<file path="src/rtl/jump_control_sequencer_if.sv">
// Handshake and strobe bundle between the jump/branch control sequencer and the datapath.
// The master side is the sequencer; the slave side is the datapath (or a bench).
interface jump_control_sequencer_if;
  logic        start;
  logic        halt_req;
  logic [4:0]  ir_opcode;
  logic        con_ff;

  logic        PC_out;
  logic        MDR_out;
  logic        Zlo_out;
  logic        R_out;
  logic        C_out;
  logic        MARin;
  logic        MDRin;
  logic        IRin;
  logic        PCin;
  logic        Yin;
  logic        Zlowin;
  logic        CONin;
  logic        Read;
  logic        IncPC;
  logic        Gra;
  logic        Grb;
  logic        BAout;
  logic        alu_add;
  logic [15:0] R_rd;
  logic        Rin;
  logic        busy;
  logic        done;
  logic        illegal;
  logic [2:0]  step;

  modport master (
    input  start, halt_req, ir_opcode, con_ff,
    output PC_out, MDR_out, Zlo_out, R_out, C_out,
    output MARin, MDRin, IRin, PCin, Yin, Zlowin, CONin,
    output Read, IncPC, Gra, Grb, BAout, alu_add,
    output R_rd, Rin, busy, done, illegal, step
  );

  modport slave (
    output start, halt_req, ir_opcode, con_ff,
    input  PC_out, MDR_out, Zlo_out, R_out, C_out,
    input  MARin, MDRin, IRin, PCin, Yin, Zlowin, CONin,
    input  Read, IncPC, Gra, Grb, BAout, alu_add,
    input  R_rd, Rin, busy, done, illegal, step
  );
endinterface

</file>
<file path="src/rtl/jump_control_sequencer.sv">
// Hardwired control sequencer for fetch plus jr/jal/br. Each T-step lasts STEP_CYCLES clocks;
// all strobes are registered and decoded from the next state so they are glitch-free.
module jump_control_sequencer #(
  parameter int unsigned STEP_CYCLES    = 2,
  parameter bit          RUN_CONTINUOUS = 1'b0,
  parameter logic [4:0]  OP_BR          = 5'b10010,
  parameter logic [4:0]  OP_JR          = 5'b10100,
  parameter logic [4:0]  OP_JAL         = 5'b10101,
  parameter int unsigned LINK_REG       = 15
) (
  input logic                        clk,
  input logic                        clr,
  jump_control_sequencer_if.master   bus
);

  typedef enum logic [3:0] {
    StIdle, StT0, StT1, StT2, StT3, StT4, StT5, StT6, StDone, StHalt
  } state_e;

  typedef enum logic [1:0] {ClsJr, ClsJal, ClsBr} cls_e;

  typedef struct packed {
    logic        PC_out;
    logic        MDR_out;
    logic        Zlo_out;
    logic        R_out;
    logic        C_out;
    logic        MARin;
    logic        MDRin;
    logic        IRin;
    logic        PCin;
    logic        Yin;
    logic        Zlowin;
    logic        CONin;
    logic        Read;
    logic        IncPC;
    logic        Gra;
    logic        Grb;
    logic        BAout;
    logic        alu_add;
    logic [15:0] R_rd;
    logic        Rin;
    logic        busy;
    logic        done;
    logic [2:0]  step;
  } ctrl_t;

  localparam logic [3:0]  LastCnt = 4'(STEP_CYCLES - 1);
  localparam logic [15:0] LinkSel = 16'(1) << LINK_REG;

  state_e     state_q, state_d;
  cls_e       cls_q, cls_d;
  logic [3:0] cnt_q, cnt_d;
  logic       halt_pend_q, halt_pend_d;
  logic       illegal_q, illegal_d;
  ctrl_t      ctrl_q, ctrl_d;
  logic       step_last;
  logic       in_step;

  assign step_last = (cnt_q == LastCnt);
  assign in_step   = (state_q inside {StT0, StT1, StT2, StT3, StT4, StT5, StT6});

  always_comb begin
    state_d     = state_q;
    cls_d       = cls_q;
    cnt_d       = cnt_q;
    illegal_d   = illegal_q;
    halt_pend_d = halt_pend_q | bus.halt_req;

    if (in_step) begin
      cnt_d = step_last ? 4'd0 : cnt_q + 4'd1;
    end

    case (state_q)
      StIdle: begin
        if (bus.start) begin
          state_d = StT0;
          cnt_d   = 4'd0;
        end
      end
      StT0: if (step_last) state_d = StT1;
      StT1: if (step_last) state_d = StT2;
      StT2: begin
        if (step_last) begin
          state_d = StT3;
          if (bus.ir_opcode == OP_JR) begin
            cls_d = ClsJr;
          end else if (bus.ir_opcode == OP_JAL) begin
            cls_d = ClsJal;
          end else if (bus.ir_opcode == OP_BR) begin
            cls_d = ClsBr;
          end else begin
            state_d   = StHalt;
            illegal_d = 1'b1;
          end
        end
      end
      StT3: if (step_last) state_d = (cls_q == ClsJr) ? StDone : StT4;
      StT4: if (step_last) state_d = (cls_q == ClsJal) ? StDone : StT5;
      StT5: if (step_last) state_d = bus.con_ff ? StT6 : StDone;
      StT6: if (step_last) state_d = StDone;
      StDone: begin
        // A halt request seen at any point during the instruction stops the loop here.
        if (RUN_CONTINUOUS && !bus.halt_req && !halt_pend_q) begin
          state_d = StT0;
          cnt_d   = 4'd0;
        end else begin
          state_d = StIdle;
        end
      end
      StHalt: state_d = StHalt;
      default: state_d = StIdle;
    endcase

    if (state_d == StIdle) begin
      halt_pend_d = 1'b0;
    end
  end

  // Strobes for the state being entered, so the registered outputs match the current step.
  always_comb begin
    ctrl_d = '0;
    case (state_d)
      StT0: begin
        ctrl_d.PC_out = 1'b1;
        ctrl_d.MARin  = 1'b1;
        ctrl_d.Zlowin = 1'b1;
        ctrl_d.IncPC  = (cnt_d == 4'd0);
        ctrl_d.busy   = 1'b1;
        ctrl_d.step   = 3'd0;
      end
      StT1: begin
        ctrl_d.Zlo_out = 1'b1;
        ctrl_d.PCin    = 1'b1;
        ctrl_d.Read    = 1'b1;
        ctrl_d.MDRin   = 1'b1;
        ctrl_d.busy    = 1'b1;
        ctrl_d.step    = 3'd1;
      end
      StT2: begin
        ctrl_d.MDR_out = 1'b1;
        ctrl_d.IRin    = 1'b1;
        ctrl_d.busy    = 1'b1;
        ctrl_d.step    = 3'd2;
      end
      StT3: begin
        ctrl_d.busy = 1'b1;
        ctrl_d.step = 3'd3;
        if (cls_d == ClsJal) begin
          ctrl_d.PC_out = 1'b1;
          ctrl_d.Rin    = 1'b1;
          ctrl_d.R_rd   = LinkSel;
        end else begin
          ctrl_d.Gra   = 1'b1;
          ctrl_d.R_out = 1'b1;
          ctrl_d.PCin  = (cls_d == ClsJr);
          ctrl_d.CONin = (cls_d == ClsBr);
        end
      end
      StT4: begin
        ctrl_d.busy = 1'b1;
        ctrl_d.step = 3'd4;
        if (cls_d == ClsJal) begin
          ctrl_d.Gra   = 1'b1;
          ctrl_d.R_out = 1'b1;
          ctrl_d.PCin  = 1'b1;
        end else begin
          ctrl_d.PC_out = 1'b1;
          ctrl_d.Yin    = 1'b1;
        end
      end
      StT5: begin
        ctrl_d.C_out   = 1'b1;
        ctrl_d.alu_add = 1'b1;
        ctrl_d.Zlowin  = 1'b1;
        ctrl_d.busy    = 1'b1;
        ctrl_d.step    = 3'd5;
      end
      StT6: begin
        ctrl_d.Zlo_out = 1'b1;
        ctrl_d.PCin    = 1'b1;
        ctrl_d.busy    = 1'b1;
        ctrl_d.step    = 3'd6;
      end
      StDone: ctrl_d.done = 1'b1;
      default: ctrl_d = '0;
    endcase
  end

  always_ff @(posedge clk) begin
    if (clr) begin
      state_q     <= StIdle;
      cls_q       <= ClsJr;
      cnt_q       <= 4'd0;
      halt_pend_q <= 1'b0;
      illegal_q   <= 1'b0;
      ctrl_q      <= '0;
    end else begin
      state_q     <= state_d;
      cls_q       <= cls_d;
      cnt_q       <= cnt_d;
      halt_pend_q <= halt_pend_d;
      illegal_q   <= illegal_d;
      ctrl_q      <= ctrl_d;
    end
  end

  assign bus.PC_out  = ctrl_q.PC_out;
  assign bus.MDR_out = ctrl_q.MDR_out;
  assign bus.Zlo_out = ctrl_q.Zlo_out;
  assign bus.R_out   = ctrl_q.R_out;
  assign bus.C_out   = ctrl_q.C_out;
  assign bus.MARin   = ctrl_q.MARin;
  assign bus.MDRin   = ctrl_q.MDRin;
  assign bus.IRin    = ctrl_q.IRin;
  assign bus.PCin    = ctrl_q.PCin;
  assign bus.Yin     = ctrl_q.Yin;
  assign bus.Zlowin  = ctrl_q.Zlowin;
  assign bus.CONin   = ctrl_q.CONin;
  assign bus.Read    = ctrl_q.Read;
  assign bus.IncPC   = ctrl_q.IncPC;
  assign bus.Gra     = ctrl_q.Gra;
  assign bus.Grb     = ctrl_q.Grb;
  assign bus.BAout   = ctrl_q.BAout;
  assign bus.alu_add = ctrl_q.alu_add;
  assign bus.R_rd    = ctrl_q.R_rd;
  assign bus.Rin     = ctrl_q.Rin;
  assign bus.busy    = ctrl_q.busy;
  assign bus.done    = ctrl_q.done;
  assign bus.illegal = illegal_q;
  assign bus.step    = ctrl_q.step;

endmodule

</file>
<file path="src/flat_wrapper.sv">
// flat-port wrapper written by rule: the top's interface ports become plain ports
module jump_control_sequencer_flat 
#(
  parameter int unsigned STEP_CYCLES    = 2,
  parameter bit          RUN_CONTINUOUS = 1'b0,
  parameter logic [4:0]  OP_BR          = 5'b10010,
  parameter logic [4:0]  OP_JR          = 5'b10100,
  parameter logic [4:0]  OP_JAL         = 5'b10101,
  parameter int unsigned LINK_REG       = 15
)
  (clk, clr, bus_start, bus_halt_req, bus_ir_opcode, bus_con_ff, bus_PC_out, bus_MDR_out, bus_Zlo_out, bus_R_out, bus_C_out, bus_MARin, bus_MDRin, bus_IRin, bus_PCin, bus_Yin, bus_Zlowin, bus_CONin, bus_Read, bus_IncPC, bus_Gra, bus_Grb, bus_BAout, bus_alu_add, bus_R_rd, bus_Rin, bus_busy, bus_done, bus_illegal, bus_step);
  jump_control_sequencer_if bus_i ();
  input logic clk;
  input logic clr;
  input wire logic [$bits(bus_i.start)-1:0] bus_start;
  input wire logic [$bits(bus_i.halt_req)-1:0] bus_halt_req;
  input wire logic [$bits(bus_i.ir_opcode)-1:0] bus_ir_opcode;
  input wire logic [$bits(bus_i.con_ff)-1:0] bus_con_ff;
  output wire logic [$bits(bus_i.PC_out)-1:0] bus_PC_out;
  output wire logic [$bits(bus_i.MDR_out)-1:0] bus_MDR_out;
  output wire logic [$bits(bus_i.Zlo_out)-1:0] bus_Zlo_out;
  output wire logic [$bits(bus_i.R_out)-1:0] bus_R_out;
  output wire logic [$bits(bus_i.C_out)-1:0] bus_C_out;
  output wire logic [$bits(bus_i.MARin)-1:0] bus_MARin;
  output wire logic [$bits(bus_i.MDRin)-1:0] bus_MDRin;
  output wire logic [$bits(bus_i.IRin)-1:0] bus_IRin;
  output wire logic [$bits(bus_i.PCin)-1:0] bus_PCin;
  output wire logic [$bits(bus_i.Yin)-1:0] bus_Yin;
  output wire logic [$bits(bus_i.Zlowin)-1:0] bus_Zlowin;
  output wire logic [$bits(bus_i.CONin)-1:0] bus_CONin;
  output wire logic [$bits(bus_i.Read)-1:0] bus_Read;
  output wire logic [$bits(bus_i.IncPC)-1:0] bus_IncPC;
  output wire logic [$bits(bus_i.Gra)-1:0] bus_Gra;
  output wire logic [$bits(bus_i.Grb)-1:0] bus_Grb;
  output wire logic [$bits(bus_i.BAout)-1:0] bus_BAout;
  output wire logic [$bits(bus_i.alu_add)-1:0] bus_alu_add;
  output wire logic [$bits(bus_i.R_rd)-1:0] bus_R_rd;
  output wire logic [$bits(bus_i.Rin)-1:0] bus_Rin;
  output wire logic [$bits(bus_i.busy)-1:0] bus_busy;
  output wire logic [$bits(bus_i.done)-1:0] bus_done;
  output wire logic [$bits(bus_i.illegal)-1:0] bus_illegal;
  output wire logic [$bits(bus_i.step)-1:0] bus_step;
  assign bus_i.start = bus_start;
  assign bus_i.halt_req = bus_halt_req;
  assign bus_i.ir_opcode = bus_ir_opcode;
  assign bus_i.con_ff = bus_con_ff;
  assign bus_PC_out = bus_i.PC_out;
  assign bus_MDR_out = bus_i.MDR_out;
  assign bus_Zlo_out = bus_i.Zlo_out;
  assign bus_R_out = bus_i.R_out;
  assign bus_C_out = bus_i.C_out;
  assign bus_MARin = bus_i.MARin;
  assign bus_MDRin = bus_i.MDRin;
  assign bus_IRin = bus_i.IRin;
  assign bus_PCin = bus_i.PCin;
  assign bus_Yin = bus_i.Yin;
  assign bus_Zlowin = bus_i.Zlowin;
  assign bus_CONin = bus_i.CONin;
  assign bus_Read = bus_i.Read;
  assign bus_IncPC = bus_i.IncPC;
  assign bus_Gra = bus_i.Gra;
  assign bus_Grb = bus_i.Grb;
  assign bus_BAout = bus_i.BAout;
  assign bus_alu_add = bus_i.alu_add;
  assign bus_R_rd = bus_i.R_rd;
  assign bus_Rin = bus_i.Rin;
  assign bus_busy = bus_i.busy;
  assign bus_done = bus_i.done;
  assign bus_illegal = bus_i.illegal;
  assign bus_step = bus_i.step;
  jump_control_sequencer #(.STEP_CYCLES(STEP_CYCLES), .RUN_CONTINUOUS(RUN_CONTINUOUS), .OP_BR(OP_BR), .OP_JR(OP_JR), .OP_JAL(OP_JAL), .LINK_REG(LINK_REG)) u_core (.clk(clk), .clr(clr), .bus(bus_i));
endmodule
</file>
<file path="config.mk">
export PLATFORM = sky130hd
export DESIGN_NAME = jump_control_sequencer_flat
export DESIGN_NICKNAME = d
export VERILOG_FILES = /design/src/rtl/jump_control_sequencer_if.sv /design/src/rtl/jump_control_sequencer.sv /design/src/flat_wrapper.sv
export SDC_FILE = /design/constraint.sdc
export NUM_CORES = 1
export LEC_CHECK = 0
export ABC_AREA = 0
export BUFFER_PORTS_ARGS = -buffer_cell sky130_fd_sc_hd__buf_2
export CAP_MARGIN = 30
export CORE_ASPECT_RATIO = 1.75
export CORE_MARGIN = 8
export CORE_UTILIZATION = 24
export CTS_CLUSTER_DIAMETER = 30
export CTS_CLUSTER_SIZE = 20
export DETAILED_ROUTE_END_ITERATION = 10
export PLACE_DENSITY = 0.48
export SYNTH_ARGS = -nofsm -noshare
export SYNTH_HDL_FRONTEND = slang
export SYNTH_SLANG_ARGS = --single-unit
export TNS_END_PERCENT = 30
</file>
<file path="constraint.sdc">
create_clock -name clk -period 2.49 [get_ports clk]
set_clock_uncertainty 0.1 [all_clocks]
set_input_delay 0.3735 -clock clk [delete_from_list [all_inputs] [get_ports clk]]
set_output_delay 0.3735 -clock clk [all_outputs]
set_load 0.005 [all_outputs]
</file>
; Word level (Yosys, flattened, before mapping)
; Index checks and enable logic that the tools add are counted.
[op_classes]
n_lt_le_gt_ge = 0
n_div = 0
n_bitwise = 6
mul = 0
n_addsub = 1
n_eq_ne = 23
n_reduce_logical = 13
n_mux = 40
shift = 0
[ops]
columns = op, count
row1 = two-way mux 4 bit, 18
row2 = case mux 4 bit (9 select lines), 1
row3 = equality test 4 x 3 -> 1 bit (second input constant), 8
row4 = case mux 3 bit (6 select lines), 1
row5 = two-way mux 17 bit, 1
row6 = equality test 4 x 2 -> 1 bit (second input constant), 4
row7 = equality test 5 bit (second input constant), 3
row8 = equality test 4 x 1 -> 1 bit (second input constant), 3
row9 = two-way mux 1 bit, 11
row10 = two-way mux 2 bit, 5
row11 = OR reduction 2 bit, 5
row12 = equality test 4 bit (second input constant), 2
row13 = zero test 4 bit, 2
row14 = nonzero test 7 bit, 1
row15 = OR reduction 7 bit, 1
row16 = NOT 1 bit, 6
row17 = case mux 1 bit (3 select lines), 2
row18 = AND reduction 5 bit, 1
row19 = adder 4 x 1 -> 4 bit (second input constant), 1
row20 = equality test 2 x 1 -> 1 bit (second input constant), 2
row21 = zero test 2 bit, 2
row22 = OR reduction 3 bit, 1
row23 = equality test 2 bit (second input constant), 1
row24 = case mux 1 bit (2 select lines), 1
[totals]
output_inout_bits = 41
wordCells = 104
rom_bits = 0
reg_bits = 45
ramBits = 0
memories = 0
latch_bits = 0
input_bits = 10

; Logic depth before layout (Yosys ltp)
[depth]
depth_word = 9
mapped_depth = 8
mapped_depth_nobuf = 6

; Least setup slack after synthesis
; No wires, ideal clock.
[synth_path]
path_kind = register -> register
startpoint = register u_core.cnt_q[1]
endpoint = register u_core.ctrl_q (netlist bit u_core.bus.Zlowin)
t_required_ps = 2270
arrival_ps = 1790
setup_slack_ps = 480
n_path_buf = 0
synth_period_minus_slack_ps = 2010
path_stages_with_launch = 7
setup_ps = 120
cell_sequence = dfxtp_1 or4b_4 a2111oi_2 a31o_2 or2_1 nor3_2 o21bai_1
[synth_via]
elab_chain_len = 6
word_cells_on_any_way = 13
cone_classes = 3 x eq/ne / 9 x mux / 1 x reduce/logical
[synth_rtl]
columns = item, line
row1 = from (decl), jump_control_sequencer.sv:53  ; logic [3:0] cnt_q, cnt_d;
row2 = from (signal assigned), jump_control_sequencer.sv:201  ; cnt_q <= cnt_d;
row3 = equality test 4 x 1 -> 1 bit (*), jump_control_sequencer.sv:60  ; assign step_last = (cnt_q == LastCnt);
row4 = two-way mux 4 bit (tied with other cells), jump_control_sequencer.sv:101  ; StT6: if (step_last) state_d = StDone;
row5 = case mux 4 bit (9 select lines) (*), jump_control_sequencer.sv:74  ; case (state_q)
row6 = equality test 4 x 3 -> 1 bit / equality test 4 x 1 -> 1 bit (equally long branches), jump_control_sequencer.sv:123  ; case (state_d)
row7 = OR reduction 2 bit (no source line) (*), --
row8 = two-way mux 1 bit (*), jump_control_sequencer.sv:123
row9 = to (signal assigned), jump_control_sequencer.sv:204  ; ctrl_q <= ctrl_d;
row10 = to (decl), jump_control_sequencer.sv:56  ; ctrl_t ctrl_q, ctrl_d;
; Every way passes the cells marked *; elsewhere a longest branch is shown, timed or not.
; A chain may end at the register's enable or synchronous reset.

; Final worst setup path
[layout_path]
startpoint = register u_core.cnt_q[1]
endpoint = register u_core.ctrl_q (netlist bit u_core.bus.PCin)
[layout_via]
elab_chain_len = 6
word_cells_on_any_way = 21
cone_classes = 6 x eq/ne / 13 x mux / 2 x reduce/logical
[layout_rtl]
columns = item, line
row1 = equality test 4 x 1 -> 1 bit (*), jump_control_sequencer.sv:60
row2 = two-way mux 4 bit (tied with other cells), jump_control_sequencer.sv:101
row3 = case mux 4 bit (9 select lines) / two-way mux 2 bit (equally long branches), jump_control_sequencer.sv:74
row4 = equality test 4 x 2 -> 1 bit (tied with other cells), jump_control_sequencer.sv:123
row5 = OR reduction 2 bit (no source line) (tied with other cells), --
row6 = case mux 1 bit (3 select lines) (*), jump_control_sequencer.sv:123
; Marked as above.

==> parameters.txt <==
Parameter                              Value

Run status
  Outcome ... complete, no violations

Worst setup path
  Arrival time at the worst endpoint ... approximately 2.4 ns
  CP endpoint kind ... flip-flop
  Sum of buffers and inverters on the critical path ... 0
  Slowest Stage Delay on Critical Path ... 0.44 ns
  Crit path cell chain ... nor4b_4 > nand4_1 > nor3_1 > or3_1 > nor4b_1 > o22a_1
  Largest delay contributor family on the critical path ... simple AND/OR/NAND/NOR gates
  Critical setup path kind ... reg2reg
  Worst Path Max Fanout ... 8
  Required time of the worst setup path ... 2.61 ns
  CP startpoint kind ... flip-flop
  Slowest stage cell on the critical path ... sky130_fd_sc_hd__nor4b_4

CTS
  Clock tree root driver cell ... sky130_fd_sc_hd__clkbuf_16
  Number of buffers inserted during clock tree synthesis ... 5
  Maximum clock path buffer count ... 2
  CTS tree ... done
  Post-CTS Setup Repair Bufs ... 0
  Total of hold buffers inserted after clock tree synthesis ... 0
  Insertion delay of the later-clocked pin in the worst-skew pair ... 0.28 ns
  Maximum level of the CTS H-tree ... 2
  Number of clock sinks seen by CTS ... 29
  Number of gates resized after cts ... 0
  Clock-pin slew reported for the worst setup and hold paths after clock tree synthesis ... about 0.050 ns

Pwr
  Pleak ... 0.818 nW
  Power density over cell area ... ~680 mW/mm2
  Final total power ... 1.27 mW
  Maximum vdd ir drop ... between 0.0002 and 0.00025 V

Global route
  Global-route usage over all layers ... 8.78%
  Largest net degree at the start of global routing ... 16
  GR Overflow Total ... 0
  Initial antenna violation count ... 0
  Number of global-route vias before repair ... 1,404
  Global-route wire length before repair ... about 6600 um

STA
  Achievable frequency ... about 440 MHz
  Unrepaired setup endpoints after global routing ... no
  Tmin final ... 2.27 ns
  Number of hold violations in the final report ... 0
  Count of endpoints failing setup in the final report ... 0
  Crit share post-route ... 91.1%
  Number of slew-limit violations in the final report ... 0
  Total negative slack ... 0 ns

Floorplanning
  I/O pin count ... 51
  Die area ... 0.00944 mm2
  Initial standard-cell utilization of the core ... 24.4%
  X dimension of the die ... 77.0 um
  Core Area ... 0.00639 mm2
  Number of placement rows ... 39
  Die Height ... between 100 and 150 um

Detailed routing
  Iteration-0 DRC count of the detailed router ... 108
  DRT Pass-1 Iters ... 4
  Post-detailed-routing wire length ... slightly below 4000 um
  Routed wirelength normalized by instance count ... 13.0 um
  Total via count in the routed design ... ~1,300
  Via density ... 4.31
  DRC violations left ... 0
  Residual antenna-violating net count after detailed routing ... 0

Synthesis
  Area share of and/or/nand/nor cells after synthesis ... between 20% and 30%
  Async set-reset flop share out of synthesis ... 0%
  Xor and xnor fraction of the mapped netlist area ... 2.25%
  Adder-cell share of the synthesized area ... 0%
  Most used flip-flop cell after synthesis ... sky130_fd_sc_hd__dfxtp_1
  Average cell area after synthesis ... 8.48 um2
  EDFF count, synth ... 0
  Syn Std Cell Area ... 0.00156 mm2
  Count of yosys warnings during synthesis ... 0
  Number of flip-flops and latches in the synthesized netlist ... 29
  Area fraction in compound gates after synthesis ... 17.6%
  Number of cells produced by synthesis ... 184
  Number of distinct library cells after synthesis ... 52
  Dominant combinational cell family by area after synthesis ... simple AND/OR/NAND/NOR gates
  Sequential-to-total area share from yosys stat ... 37.2%
  Multiplexer fraction of the synthesized cell area ... less than 1%

Cells and area
  Cell Count, Final, Fillers Out ... 301
  Layout fillers ... 687
  Area delta synth->final ... 20.8%
  Share of post-route cells with drive strength above 1 ... 27.9%
  Antenna diodes ... 0
  Final net count ... 228

Placement
  Port Buf Inserts ... 32
  Gpl congestion ... 0.858
  Placed Cells incl. Taps ... just under 300
  Final HPWL from detailed placement ... 3060 um

Job
  Max-cap violation count ... 0

Min path
  Type of the most critical hold path ... in2reg
==> state kept, by name, indices dropped and copies added, names as in the netlist, 2 cells and up <==
name             count
u_core.state_q       4
u_core.cls_q         2
u_core.cnt_q         4
u_core.bus.step      3
==> cell type report <==
class                   count  area [um2]  area share, %
clock buffers               5         125           6.64
clock inverters             3        17.5          0.930
inverters                   8        30.0           1.59
multi-input cells         136         823           43.7
flip-flops and latches     29         581           30.8
well taps                  82         103           5.44
repair buffers             38         205           10.9
==> cells by family after synthesis <==
kind of cell / count (synthesis)
compound gates: 35
xor+xnor: 4
buf+inv: 35
other cells: 1
mux: 1
flops: 29
simple gates: 79
==> where the power goes <==
| group | internal [mW] | switching (mW) | total, mW |
|---|---|---|---|
| Clock | 0.365 | 0.216 | 0.581 |
| Combinational | 0.0800 | 0.108 | 0.188 |
| Sequential | 0.488 | 0.0149 | 0.503 |
| Total | 0.934 | 0.339 | 1.27 |
==> path summary, 6_finish.rpt <==
path	end	depth (start not counted)	slack (ns)	start
setup / recovery	u_core.bus.PCin$_SDFF_PP0_	6	0.22	u_core.cnt_q[1]$_SDFF_PP0_
hold / removal	u_core.state_q[0]$_SDFF_PP0_	2	0.35	clr
setup reg to reg	u_core.bus.PCin$_SDFF_PP0_	6	0.22	u_core.cnt_q[1]$_SDFF_PP0_
hold reg to reg	u_core.bus.illegal$_SDFFE_PP0P_	2	0.37	u_core.bus.illegal$_SDFFE_PP0P_
==> layer usage <==
layer	vias to the layer above	routed length (um)	global-route usage (%)
li1	668	-	-
met1	586	1350	7.55
met2	35	2200	16.9
met3	9	236	3.08
met4	0	114	5.21
met5	-	0	0
==> stage by stage <==
stage,utilization [%],hold WS (ns),setup slack [ns],area [um2]
global placement,27.2,0.361,0.276,1740
detailed placement,27.2,0.372,0.253,1740
finish,29.5,0.355,0.221,1880
floorplan,-,0.363,0.480,1620
global route,29.5,0.365,0.0280,1880
CTS,29.5,0.358,0.246,1880
==> cell usage after synthesis (2+ instances only) <==
| library cell | count | area [um2] |
|---|---|---|
| sky130_fd_sc_hd__nand2b_1 | 4 | 25.0 |
| sky130_fd_sc_hd__nor3_2 | 2 | 20.0 |
| sky130_fd_sc_hd__a21oi_2 | 2 | 17.5 |
| sky130_fd_sc_hd__nand3_1 | 2 | 10.0 |
| sky130_fd_sc_hd__o21ai_1 | 3 | 15.0 |
| sky130_fd_sc_hd__clkbuf_1 | 3 | 11.3 |
| sky130_fd_sc_hd__nand2_1 | 9 | 33.8 |
| sky130_fd_sc_hd__a211oi_1 | 2 | 15.0 |
| sky130_fd_sc_hd__o21ai_0 | 6 | 30.0 |
| sky130_fd_sc_hd__nor2_1 | 27 | 101 |
| sky130_fd_sc_hd__o311ai_0 | 2 | 17.5 |
| sky130_fd_sc_hd__dfxtp_1 | 29 | 581 |
| sky130_fd_sc_hd__nor2b_1 | 6 | 37.5 |
| sky130_fd_sc_hd__nand4_1 | 2 | 12.5 |
| sky130_fd_sc_hd__xnor2_1 | 2 | 17.5 |
| sky130_fd_sc_hd__or3_1 | 3 | 18.8 |
| sky130_fd_sc_hd__o22a_1 | 2 | 17.5 |
| sky130_fd_sc_hd__inv_1 | 7 | 26.3 |
| sky130_fd_sc_hd__a31oi_1 | 2 | 12.5 |
| sky130_fd_sc_hd__nor3_1 | 7 | 35.0 |
| sky130_fd_sc_hd__xor2_1 | 2 | 17.5 |
| sky130_fd_sc_hd__and3_1 | 4 | 25.0 |
| sky130_fd_sc_hd__or2_1 | 2 | 12.5 |
| sky130_fd_sc_hd__buf_4 | 22 | 165 |
| sky130_fd_sc_hd__a21oi_1 | 4 | 20.0 |
| sky130_fd_sc_hd__clkbuf_2 | 2 | 10.0 |
==> cell usage in the layout, fill, tap and decap left out, types with 2 or more instances in the layout <==
| cell | synthesis | layout |
|---|---|---|
| sky130_fd_sc_hd__clkinv_2 | 0 | 2 |
| sky130_fd_sc_hd__a21oi_2 | 2 | 2 |
| sky130_fd_sc_hd__buf_4 | 22 | 6 |
| sky130_fd_sc_hd__conb_1 | 1 | 17 |
| sky130_fd_sc_hd__o21ai_0 | 6 | 6 |
| sky130_fd_sc_hd__clkbuf_16 | 0 | 5 |
| sky130_fd_sc_hd__dfxtp_1 | 29 | 29 |
| sky130_fd_sc_hd__o311ai_0 | 2 | 2 |
| sky130_fd_sc_hd__xor2_1 | 2 | 2 |
| sky130_fd_sc_hd__nor3_2 | 2 | 2 |
| sky130_fd_sc_hd__or2_1 | 2 | 2 |
| sky130_fd_sc_hd__o22a_1 | 2 | 2 |
| sky130_fd_sc_hd__nand3_1 | 2 | 2 |
| sky130_fd_sc_hd__a211oi_1 | 2 | 2 |
| sky130_fd_sc_hd__buf_2 | 0 | 32 |
| sky130_fd_sc_hd__o21ai_1 | 3 | 3 |
| sky130_fd_sc_hd__nor3_1 | 7 | 7 |
| sky130_fd_sc_hd__a31oi_1 | 2 | 2 |
| sky130_fd_sc_hd__xnor2_1 | 2 | 2 |
| sky130_fd_sc_hd__or3_1 | 3 | 3 |
| sky130_fd_sc_hd__nand2b_1 | 4 | 4 |
| sky130_fd_sc_hd__nand2_1 | 9 | 9 |
| sky130_fd_sc_hd__nor2_1 | 27 | 27 |
| sky130_fd_sc_hd__nor2b_1 | 6 | 6 |
| sky130_fd_sc_hd__and3_1 | 4 | 4 |
| sky130_fd_sc_hd__inv_1 | 7 | 7 |
| sky130_fd_sc_hd__a21oi_1 | 4 | 4 |
| sky130_fd_sc_hd__nand4_1 | 2 | 2 |
(Power assumes the default switching activity.)
